File: config.mk
export PLATFORM = sky130hd
export DESIGN_NAME = muldiv_unit
export DESIGN_NICKNAME = d
export VERILOG_FILES = /design/src/rtl/muldiv_pkg.sv /design/src/rtl/muldiv_div_core.sv /design/src/rtl/muldiv_unit.sv
export SDC_FILE = /design/constraint.sdc
export NUM_CORES = 1
export LEC_CHECK = 0
export ABC_AREA = 1
export CORE_ASPECT_RATIO = 0.75
export CORE_UTILIZATION = 45
export DETAILED_ROUTE_END_ITERATION = 10
export GPL_ROUTABILITY_DRIVEN = 0
export SLEW_MARGIN = 20
export SYNTH_ARGS = -nofsm -noshare
export SYNTH_HDL_FRONTEND = slang
export SYNTH_SLANG_ARGS = --single-unit
File: constraint.sdc
create_clock -name clk -period 4.7 [get_ports clk]
set_clock_uncertainty 0.1 [all_clocks]
set_input_delay 0.47 -clock clk [delete_from_list [all_inputs] [get_ports clk]]
set_output_delay 0.47 -clock clk [all_outputs]
set_load 0.1 [all_outputs]
File: src/rtl/muldiv_pkg.sv
// rtl/muldiv_pkg.sv - shared op/state types and decode helpers for the multiply/divide unit
package muldiv_pkg;

  localparam logic [6:0] MULDIV_FUNCT7 = 7'b0000001;

  typedef enum logic [2:0] {
    OP_MUL    = 3'b000,
    OP_MULH   = 3'b001,
    OP_MULHSU = 3'b010,
    OP_MULHU  = 3'b011,
    OP_DIV    = 3'b100,
    OP_DIVU   = 3'b101,
    OP_REM    = 3'b110,
    OP_REMU   = 3'b111
  } muldiv_op_t;

  typedef enum logic [1:0] {
    ST_IDLE = 2'd0,
    ST_MUL  = 2'd1,
    ST_DIV  = 2'd2,
    ST_DONE = 2'd3
  } muldiv_state_t;

  function automatic logic op_is_div(muldiv_op_t op);
    return op inside {OP_DIV, OP_DIVU, OP_REM, OP_REMU};
  endfunction

  function automatic logic op_is_rem(muldiv_op_t op);
    return op inside {OP_REM, OP_REMU};
  endfunction

  // rs1 is treated as two's complement
  function automatic logic op_a_signed(muldiv_op_t op);
    return op inside {OP_MULH, OP_MULHSU, OP_DIV, OP_REM};
  endfunction

  // rs2 is treated as two's complement
  function automatic logic op_b_signed(muldiv_op_t op);
    return op inside {OP_MULH, OP_DIV, OP_REM};
  endfunction

endpackage

File: src/rtl/muldiv_div_core.sv
// rtl/muldiv_div_core.sv - unsigned restoring divider, one quotient bit per cycle
module muldiv_div_core
  import muldiv_pkg::*;
#(
  parameter int XLEN = 32
) (
  input  logic            clk,
  input  logic            reset,
  input  logic            start,
  input  logic [XLEN-1:0] dividend,
  input  logic [XLEN-1:0] divisor,
  output logic [XLEN-1:0] quotient,
  output logic [XLEN-1:0] remainder,
  output logic            done
);

  localparam int CNT_W = $clog2(XLEN) + 1;
  localparam logic [CNT_W-1:0] LAST = CNT_W'(XLEN - 1);

  logic [XLEN-1:0]  rem_q;
  logic [XLEN-1:0]  quo_q;
  logic [XLEN-1:0]  dvs_q;
  logic [CNT_W-1:0] cnt;
  logic             running;
  logic [XLEN:0]    r_sh;
  logic [XLEN:0]    diff;
  logic             fits;

  // One restoring step; quotient/remainder expose the post-step values so the
  // caller can capture the final answer on the same edge as the last step.
  always_comb begin
    r_sh      = {rem_q, quo_q[XLEN-1]};
    diff      = r_sh - {1'b0, dvs_q};
    fits      = !diff[XLEN];
    quotient  = {quo_q[XLEN-2:0], fits};
    remainder = fits ? diff[XLEN-1:0] : r_sh[XLEN-1:0];
    done      = running && (cnt == LAST);
  end

  // Load on start, then shift/subtract for exactly XLEN steps
  always_ff @(posedge clk) begin
    if (reset) begin
      rem_q   <= '0;
      quo_q   <= '0;
      dvs_q   <= '0;
      cnt     <= '0;
      running <= 1'b0;
    end else if (start) begin
      rem_q   <= '0;
      quo_q   <= dividend;
      dvs_q   <= divisor;
      cnt     <= '0;
      running <= 1'b1;
    end else if (running) begin
      rem_q <= remainder;
      quo_q <= quotient;
      if (cnt == LAST) begin
        cnt     <= '0;
        running <= 1'b0;
      end else begin
        cnt <= cnt + CNT_W'(1);
      end
    end
  end

endmodule

File: src/rtl/muldiv_unit.sv
// rtl/muldiv_unit.sv - RV M-extension multiply/divide unit; MULDIV_FAST_MUL_EN selects a single-cycle multiplier
module muldiv_unit
  import muldiv_pkg::*;
#(
  parameter int XLEN  = 32,
  parameter int TAG_W = 5
) (
  input  logic             clk,
  input  logic             reset,
  input  logic             in_valid,
  output logic             in_ready,
  input  logic [6:0]       funct7,
  input  logic [2:0]       funct3,
  input  logic [XLEN-1:0]  op_a,
  input  logic [XLEN-1:0]  op_b,
  input  logic [TAG_W-1:0] in_tag,
  output logic             out_valid,
  input  logic             out_ready,
  output logic [XLEN-1:0]  result,
  output logic [TAG_W-1:0] out_tag,
  output logic             illegal,
  input  logic             flush,
  output logic             busy
);

  localparam logic [XLEN-1:0] MOST_NEG = {1'b1, {(XLEN-1){1'b0}}};

  muldiv_state_t   state, state_nxt;
  muldiv_op_t      op_in, op_q;
  logic            accept;
  logic            legal_in, a_neg_in, b_neg_in;
  logic            div_zero_in, div_ovf_in, special_in;
  logic [XLEN-1:0] a_mag_in, b_mag_in, special_res;
  logic            a_neg_q, sgn_diff_q;
  logic            div_start, div_clear, div_done, mul_last;
  logic [XLEN-1:0] quo_raw, rem_raw, div_res, mul_res;

  assign op_in     = muldiv_op_t'(funct3);
  assign in_ready  = (state == ST_IDLE) && !flush && !reset;
  assign accept    = in_valid && in_ready;
  assign busy      = (state != ST_IDLE);
  assign out_valid = (state == ST_DONE);

  // Decode the offered op: magnitudes for the iterative paths, and the
  // cases that finish immediately (illegal, divide by zero, overflow)
  always_comb begin
    legal_in    = (funct7 == MULDIV_FUNCT7);
    a_neg_in    = op_a_signed(op_in) && op_a[XLEN-1];
    b_neg_in    = op_b_signed(op_in) && op_b[XLEN-1];
    a_mag_in    = a_neg_in ? -op_a : op_a;
    b_mag_in    = b_neg_in ? -op_b : op_b;
    div_zero_in = (op_b == '0);
    div_ovf_in  = ((op_in == OP_DIV) || (op_in == OP_REM)) && (op_a == MOST_NEG) && (op_b == '1);
    special_in  = !legal_in || (op_is_div(op_in) && (div_zero_in || div_ovf_in));
    special_res = '0;
    if (legal_in && div_zero_in) begin
      special_res = op_is_rem(op_in) ? op_a : '1;
    end else if (legal_in && div_ovf_in) begin
      special_res = op_is_rem(op_in) ? '0 : op_a;
    end
  end

  assign div_start = accept && !special_in && op_is_div(op_in);
  assign div_clear = reset || flush;

  // State register
  always_ff @(posedge clk) begin
    if (reset) begin
      state <= ST_IDLE;
    end else begin
      state <= state_nxt;
    end
  end

  // Next-state logic; flush wins over everything else
  always_comb begin
    state_nxt = state;
    if (flush) begin
      state_nxt = ST_IDLE;
    end else begin
      case (state)
        ST_IDLE: begin
          if (accept) begin
            if (special_in)             state_nxt = ST_DONE;
            else if (op_is_div(op_in))  state_nxt = ST_DIV;
            else                        state_nxt = ST_MUL;
          end
        end
        ST_MUL:  if (mul_last)  state_nxt = ST_DONE;
        ST_DIV:  if (div_done)  state_nxt = ST_DONE;
        ST_DONE: if (out_ready) state_nxt = ST_IDLE;
        default: state_nxt = ST_IDLE;
      endcase
    end
  end

  // Op and sign bookkeeping captured at accept, used for result sign fix-up
  always_ff @(posedge clk) begin
    if (reset) begin
      op_q       <= OP_MUL;
      a_neg_q    <= 1'b0;
      sgn_diff_q <= 1'b0;
    end else if (accept) begin
      op_q       <= op_in;
      a_neg_q    <= a_neg_in;
      sgn_diff_q <= a_neg_in ^ b_neg_in;
    end
  end

`ifdef MULDIV_FAST_MUL_EN
  logic [XLEN-1:0]   op_a_q, op_b_q;
  logic [2*XLEN+1:0] a_ext, b_ext, prod;

  assign mul_last = 1'b1;

  // Raw operands for the single-cycle multiplier
  always_ff @(posedge clk) begin
    if (reset) begin
      op_a_q <= '0;
      op_b_q <= '0;
    end else if (accept) begin
      op_a_q <= op_a;
      op_b_q <= op_b;
    end
  end

  // Full 2*XLEN+2 product of sign- or zero-extended operands
  always_comb begin
    a_ext   = {{(XLEN+2){op_a_signed(op_q) && op_a_q[XLEN-1]}}, op_a_q};
    b_ext   = {{(XLEN+2){op_b_signed(op_q) && op_b_q[XLEN-1]}}, op_b_q};
    prod    = a_ext * b_ext;
    mul_res = (op_q == OP_MUL) ? prod[XLEN-1:0] : prod[2*XLEN-1:XLEN];
  end
`else
  localparam int CNT_W = $clog2(XLEN) + 1;
  localparam logic [CNT_W-1:0] LAST = CNT_W'(XLEN - 1);

  logic [CNT_W-1:0]  cnt;
  logic [2*XLEN-1:0] acc, mcand, acc_nxt, prod;
  logic [XLEN-1:0]   mplier;

  assign mul_last = (cnt == LAST);

  // One shift-add step on magnitudes, then restore the product sign
  always_comb begin
    acc_nxt = mplier[0] ? (acc + mcand) : acc;
    prod    = sgn_diff_q ? -acc_nxt : acc_nxt;
    mul_res = (op_q == OP_MUL) ? prod[XLEN-1:0] : prod[2*XLEN-1:XLEN];
  end

  // Shift-add multiplier registers and iteration counter
  always_ff @(posedge clk) begin
    if (reset || flush) begin
      cnt    <= '0;
      acc    <= '0;
      mcand  <= '0;
      mplier <= '0;
    end else if (accept) begin
      cnt    <= '0;
      acc    <= '0;
      mcand  <= {{XLEN{1'b0}}, a_mag_in};
      mplier <= b_mag_in;
    end else if (state == ST_MUL) begin
      acc    <= acc_nxt;
      mcand  <= mcand << 1;
      mplier <= mplier >> 1;
      cnt    <= mul_last ? '0 : cnt + CNT_W'(1);
    end
  end
`endif

  muldiv_div_core #(
    .XLEN(XLEN)
  ) u_div_core (
    .clk       (clk),
    .reset     (div_clear),
    .start     (div_start),
    .dividend  (a_mag_in),
    .divisor   (b_mag_in),
    .quotient  (quo_raw),
    .remainder (rem_raw),
    .done      (div_done)
  );

  // Quotient takes the xor of operand signs, remainder the dividend sign
  always_comb begin
    if (op_is_rem(op_q)) begin
      div_res = a_neg_q ? -rem_raw : rem_raw;
    end else begin
      div_res = sgn_diff_q ? -quo_raw : quo_raw;
    end
  end

  // Result/tag/illegal capture; held steady for the whole DONE state
  always_ff @(posedge clk) begin
    if (reset) begin
      result  <= '0;
      out_tag <= '0;
      illegal <= 1'b0;
    end else if (accept) begin
      out_tag <= in_tag;
      illegal <= !legal_in;
      if (special_in) begin
        result <= special_res;
      end
    end else if (!flush && (state == ST_MUL) && mul_last) begin
      result <= mul_res;
    end else if (!flush && (state == ST_DIV) && div_done) begin
      result <= div_res;
    end
  end

endmodule

# Word level (Yosys, flattened, before mapping)
# Cells that the tools add are included.
[word_totals]
reg_bits = 314
inputBits = 84
[classes]
add_sub_neg = 9
n_eq_ne = 21
muxes = 35
bitwise = 1
reduce_logical = 43
[op_table]
columns = ["op", "n"]
rows = [
  ["32-bit 2-to-1 mux", 21],
  ["64-bit 2-to-1 mux", 2],
  ["32-bit negation", 4],
  ["64-bit adder", 1],
  ["32-bit == test, second input constant", 2],
  ["64-bit negation", 1],
  ["33-bit by 32-bit subtractor with 33-bit output", 1],
  ["32-bit zero test", 1],
  ["3-bit == test, second input constant", 6],
  ["1-bit logical AND", 17],
  ["6-bit by 1-bit adder with 6-bit output, second input constant", 2],
  ["6-bit by 5-bit == test with 1-bit output, second input constant", 2],
  ["2-bit 2-to-1 mux", 6],
  ["6-bit 2-to-1 mux", 2],
  ["2-bit nonzero test", 5],
  ["2-bit one-hot mux with 4 select lines", 1],
  ["4-bit nonzero test", 2],
  ["7-bit by 1-bit == test with 1-bit output, second input constant", 1],
  ["2-bit != test, second input constant", 3],
  ["3-bit nonzero test", 2],
  ["2-bit OR reduction", 3],
  ["1-bit zero test", 5],
  ["2-bit == test, second input constant", 2],
  ["1-bit logical OR", 4],
  ["other kinds (10)", 13],
]

# Depth between registers and ports, before layout
[depth]
depth_word = 11
ltp_mapped = 32
ltp_nobuf = 31

# Cells and area by module
# From an unflattened synthesis, not the netlist that was laid out.
[hier_totals]
cells_unflattened = 5334
area_unflattened_um2 = 29711.0
[by_module_without_submodules]
columns = ["module", "instances", "cells_each", "area_each_um2", "seq_area_each_um2"]
rows = [
  ["muldiv_unit", 1, 4062, 22099.9, 4224.1],
  ["muldiv_div_core", 1, 1272, 7611.0, 2062.0],
]

# Worst setup path after synthesis
# No wires, ideal clock.
[synth_timing]
path_kind = "register to register"
startpoint = "register u_div_core.quo_q[31]"
endpoint = "register result[30]"
setup_ns = 0.122
t_arrival_ns = 4.109
path_slack_ns = 0.369
stages_incl_launch_ff = 32
period_less_slack_ns = 4.331
cell_sequence = "dfxtp_1 > inv_1 > ha_1 > inv_1 > fa_1 > nand2_1 > nand2_1 > nand3_1 > nand2_2 > nand2_2 > nand2_2 > nand2_4 > nand3_2 > nand2_4 > clkbuf_1 > ha_1 > inv_1 > nor3_1 > nand3_1 > nor2_1 > nand2_1 > inv_1 > nand2_1 > o21ai_0 > o21ai_0 > a21oi_1 > o21ai_0 > or2_2 > a21oi_1 > a21oi_1 > nand2_1 > a21oi_1"
[synth_between]
elab_chain_cells = 8
word_cells_on_any_way = 11
cone_classes = "add/sub (3); mux (7); reduce/logical (1)"
[synth_lines]
columns = ["element", "line", "rtl"]
rows = [
  ["start, declared", "muldiv_div_core.sv:21", "logic [XLEN-1:0] quo_q;"],
  ["start signal, assigned", "muldiv_div_core.sv:50", "quo_q <= dividend;"],
  ["start signal, assigned", "muldiv_div_core.sv:56", "quo_q <= quotient;"],
  ["33-bit by 32-bit subtractor with 33-bit output", "muldiv_div_core.sv:33", "diff = r_sh - {1'b0, dvs_q};"],
  ["32-bit 2-to-1 mux / 1-bit zero test (equally long branches)", "muldiv_div_core.sv:36, muldiv_div_core.sv:34", ""],
  ["32-bit negation (on tied branches)", "muldiv_unit.sv:188, muldiv_unit.sv:190", ""],
  ["32-bit 2-to-1 mux (on tied branches)", "muldiv_unit.sv:188, muldiv_unit.sv:190", ""],
  ["32-bit 2-to-1 mux *", "muldiv_unit.sv:187", "if (op_is_rem(op_q)) begin"],
  ["32-bit 2-to-1 mux *", "muldiv_unit.sv:208", "end else if (!flush && (state == ST_DIV) && div_done) begin"],
  ["32-bit 2-to-1 mux *", "muldiv_unit.sv:206", "end else if (!flush && (state == ST_MUL) && mul_last) begin"],
  ["32-bit 2-to-1 mux *", "muldiv_unit.sv:200", "end else if (accept) begin"],
  ["end signal, assigned", "muldiv_unit.sv:204", "result <= special_res;"],
  ["end signal, assigned", "muldiv_unit.sv:207", "result <= mul_res;"],
  ["end signal, assigned", "muldiv_unit.sv:209", "result <= div_res;"],
  ["end, declared", "muldiv_unit.sv:19", "output logic [XLEN-1:0] result,"],
]
# Every way passes the cells marked *; elsewhere a longest branch is shown, timed or not. The select of a mux whose other input is x is not followed.
# A chain may end at the register's enable or synchronous reset.

# Worst setup path after layout
[layout_timing]
startpoint = "register mcand[0]"
endpoint = "register result[7]"
[layout_between]
elab_chain_cells = 7
[layout_lines]
columns = ["element", "line", "rtl"]
rows = [
  ["start, declared", "muldiv_unit.sv:139", "logic [2*XLEN-1:0] acc, mcand, acc_nxt, prod;"],
  ["start signal, assigned", "muldiv_unit.sv:161", "mcand <= {{XLEN{1'b0}}, a_mag_in};"],
  ["start signal, assigned", "muldiv_unit.sv:165", "mcand <= mcand << 1;"],
  ["64-bit adder *", "muldiv_unit.sv:146", "acc_nxt = mplier[0] ? (acc + mcand) : acc;"],
  ["64-bit 2-to-1 mux *", "muldiv_unit.sv:146", ""],
  ["64-bit negation", "muldiv_unit.sv:147", "prod = sgn_diff_q ? -acc_nxt : acc_nxt;"],
  ["64-bit 2-to-1 mux *", "muldiv_unit.sv:147", ""],
  ["32-bit 2-to-1 mux *", "muldiv_unit.sv:148", "mul_res = (op_q == OP_MUL) ? prod[XLEN-1:0] : prod[2*XLEN-1:XLEN];"],
  ["32-bit 2-to-1 mux *", "muldiv_unit.sv:206", ""],
  ["32-bit 2-to-1 mux *", "muldiv_unit.sv:200", ""],
]
# Every way passes the cells marked *; elsewhere a longest branch is shown, timed or not.

==> results.ini <==
[placed_design]
post_dp_cell_area_um2 = 31900
dp_hpwl_um = 99700
dp_cells = 6336
pre_cts_ws_ns = 0.198
io_buffers = 124

[cts]
cts.sinks = 314
cts_hold_buf = 0
clock_path_buffers = 3
clk_latency_ns = 0.60
path_clk_slew_ns = 0.07
clk_root_buffer_cell = clkbuf_16
cts_buffers = 41
cts_tree = built
cts_max_level = 2

[power]
ir_drop_mv = 0.244
power_density_nw_per_um2 = 232
leakagePower_nw = 17.4

[floorplan]
dieWidth_um = 298
core_um2 = 65100
die_area_um2 = 66800
num_rows = 81
dieHeight_um = 224
io_pins = 125
start_util_pct = 45.5

[finish]
synthToLayoutAreaGrowth_pct = 12.8
final_common_cell = nand2_1
final_area_um2 = 33400
nets = 5703
drive_above_1_share_pct = 4.51
fillers = 7129
mostFrequentLayoutCells = 1898 x nand2_1, 861 x inv_1, 468 x nand3_1, 456 x nor2_1, 370 x a21oi_1
final_cells = 6410
fin_util_pct = 51.3
n_antenna_cell = 0

[drt]
vias = 35300
drtIter0Drc = 4757
wl_per_cell_um = 19.5
vias_per_cell = 5.50
drc = 0
antenna_left = 0
wirelength_um = 125000
first_pass_iters = 9

[synthesis]
synthDistinctLibCells = 56
synth.ff_latch_count = 314
syn_nets = 5646
yosysWarningCount = 0
synth_edf_count = 0
syn_inst = 5452
synth.avg_cell_area_um2 = 5.43
async_flop_share_pct = 0
ys_seq_area_share_pct = 21.2
synth_ff_type = dfxtp_1
netlist_area_um2 = 29600

[run_status]
status = finished clean

[timing]
tns_ns = 0
rsz0062_at_grt = no
min_period_ns = 4.52
hold_viol = 0
setup_violations = 0
fin_crit_sh_pct = 96.2
worstMarginPinSlew_ns = 1.09
slew_violations = 0
max-slew-margin-rel_pct = 26.2
max_freq_mhz = 221
setup_slack_ns = 0.176

[worst_setup_path]
required_ns = 5.14
path_common_cell = nand2_1
end_kind = flip-flop
max_stage_delay_ns = 0.42
worstPathMaxFanout = 4
rr_worst_depth = 26
start_kind = flip-flop
arrival_ns = 4.96
worst_path_max_delay_cell = dfxtp_1
path_class = flip-flop to flip-flop

[global_route]
grt_usage_pct = 36.3
grt-ovfl-total = 0
antenna_found_initial = 1
grt_pass1_wl_um = 186000
grt_pass1_vias = 30200
grt_max_degree = 92

[hold_path]
min_path_type = input pin to flip-flop
worstHoldPathCells = 3

[run]
maxCapViolCount = 0

path summary, 6_finish.rpt:
path	startpoint	slack, ns	endpoint
worst max-delay path	mcand[0]	0.18	result[7]
worst min-delay path	in_tag[3]	0.33	out_tag[3]
worst max register to register	mcand[0]	0.18	result[7]
worst min register to register	u_div_core.dvs_q[21]	0.36	u_div_core.dvs_q[21]
worst max-delay path: cells and delay by family (launching register included):
kind / cells / cell delay, ns
adder cells (fa/ha/maj): 2 / 0.63
AO/OA/AOI/OAI: 2 / 0.27
buffers and inverters: 4 / 0.39
AND/OR/NAND/NOR: 18 / 2.65
flip-flops: 1 / 0.42
flip-flops by register name (all words and copies together) (netlist names), 32 cells and up:
name,cells
acc,64
mcand,64
mplier,32
result,32
u_div_core.dvs_q,32
u_div_core.quo_q,32
u_div_core.rem_q,32
metal layers:
metal	up-vias	wire length, µm	share of wire [%]	global-route usage [%]
li1	17400	-	-	-
met1	15900	58500	47	56.0
met2	1889	44400	35	45.6
met3	117	20000	16	14.5
met4	2	2050	1.6	6.29
met5	-	126	0.10	1.37
cells by family after synthesis:
family | count (synthesis) | share of synthesized area [%]
simple gates | 3060 | 42.8
buf+inv | 1071 | 13.9
compound gates | 826 | 15.2
flops | 314 | 21.2
fa+ha+maj | 110 | 4.70
xor+xnor | 64 | 1.89
mux | 7 | 0.237
through the flow:
stage | total power [mW] | hold WS, ns
3_5_place_dp | 4.20 | 0.356
4_1_cts | 7.72 | 0.317
2_1_floorplan | 3.68 | 0.335
3_3_place_gp | 4.20 | 0.349
6_report | 7.76 | 0.329
5_1_grt | 7.97 | 0.349
power breakdown:
group	internal [mW]	switching, mW
Combinational	0.413	1.06
Clock	2.16	1.37
Sequential	2.71	0.0434
synth_stat cells, types with 18 or more instances:
master    number  area share [%]
a21oi_1      371             6.3
a22oi_1       18            0.46
a31oi_1       48             1.0
buf_1         22            0.28
buf_2         27            0.46
clkbuf_1     142             1.8
dfxtp_1      314              21
ha_1         108             4.6
inv_1        865              11
nand2_1     1900              24
nand2_2       25            0.53
nand3_1      469             7.9
nand3b_1      19            0.48
nand4_1       54             1.1
nor2_1       464             5.9
nor3_1        61             1.0
o211ai_1      31            0.79
o21ai_0      270             4.6
o22ai_1       30            0.63
xor2_1        47             1.4
cell type report:
class / instances / area (µm²) / share of cell area (%)
multi-input combinational: 4067 / 19300 / 57.7
sequential: 314 / 6290 / 18.9
inverter: 874 / 3280 / 9.83
timing repair buffer: 211 / 1990 / 5.97
clock buffer: 59 / 1160 / 3.49
tap: 871 / 1090 / 3.26
clock inverter: 14 / 299 / 0.896
timing repair:
action / in CTS / in global routing
endpoints found under the setup margin: 0 / 15
setup buffers: 0 / 1
resized for setup: 0 / 14
(Power assumes the default switching activity.)
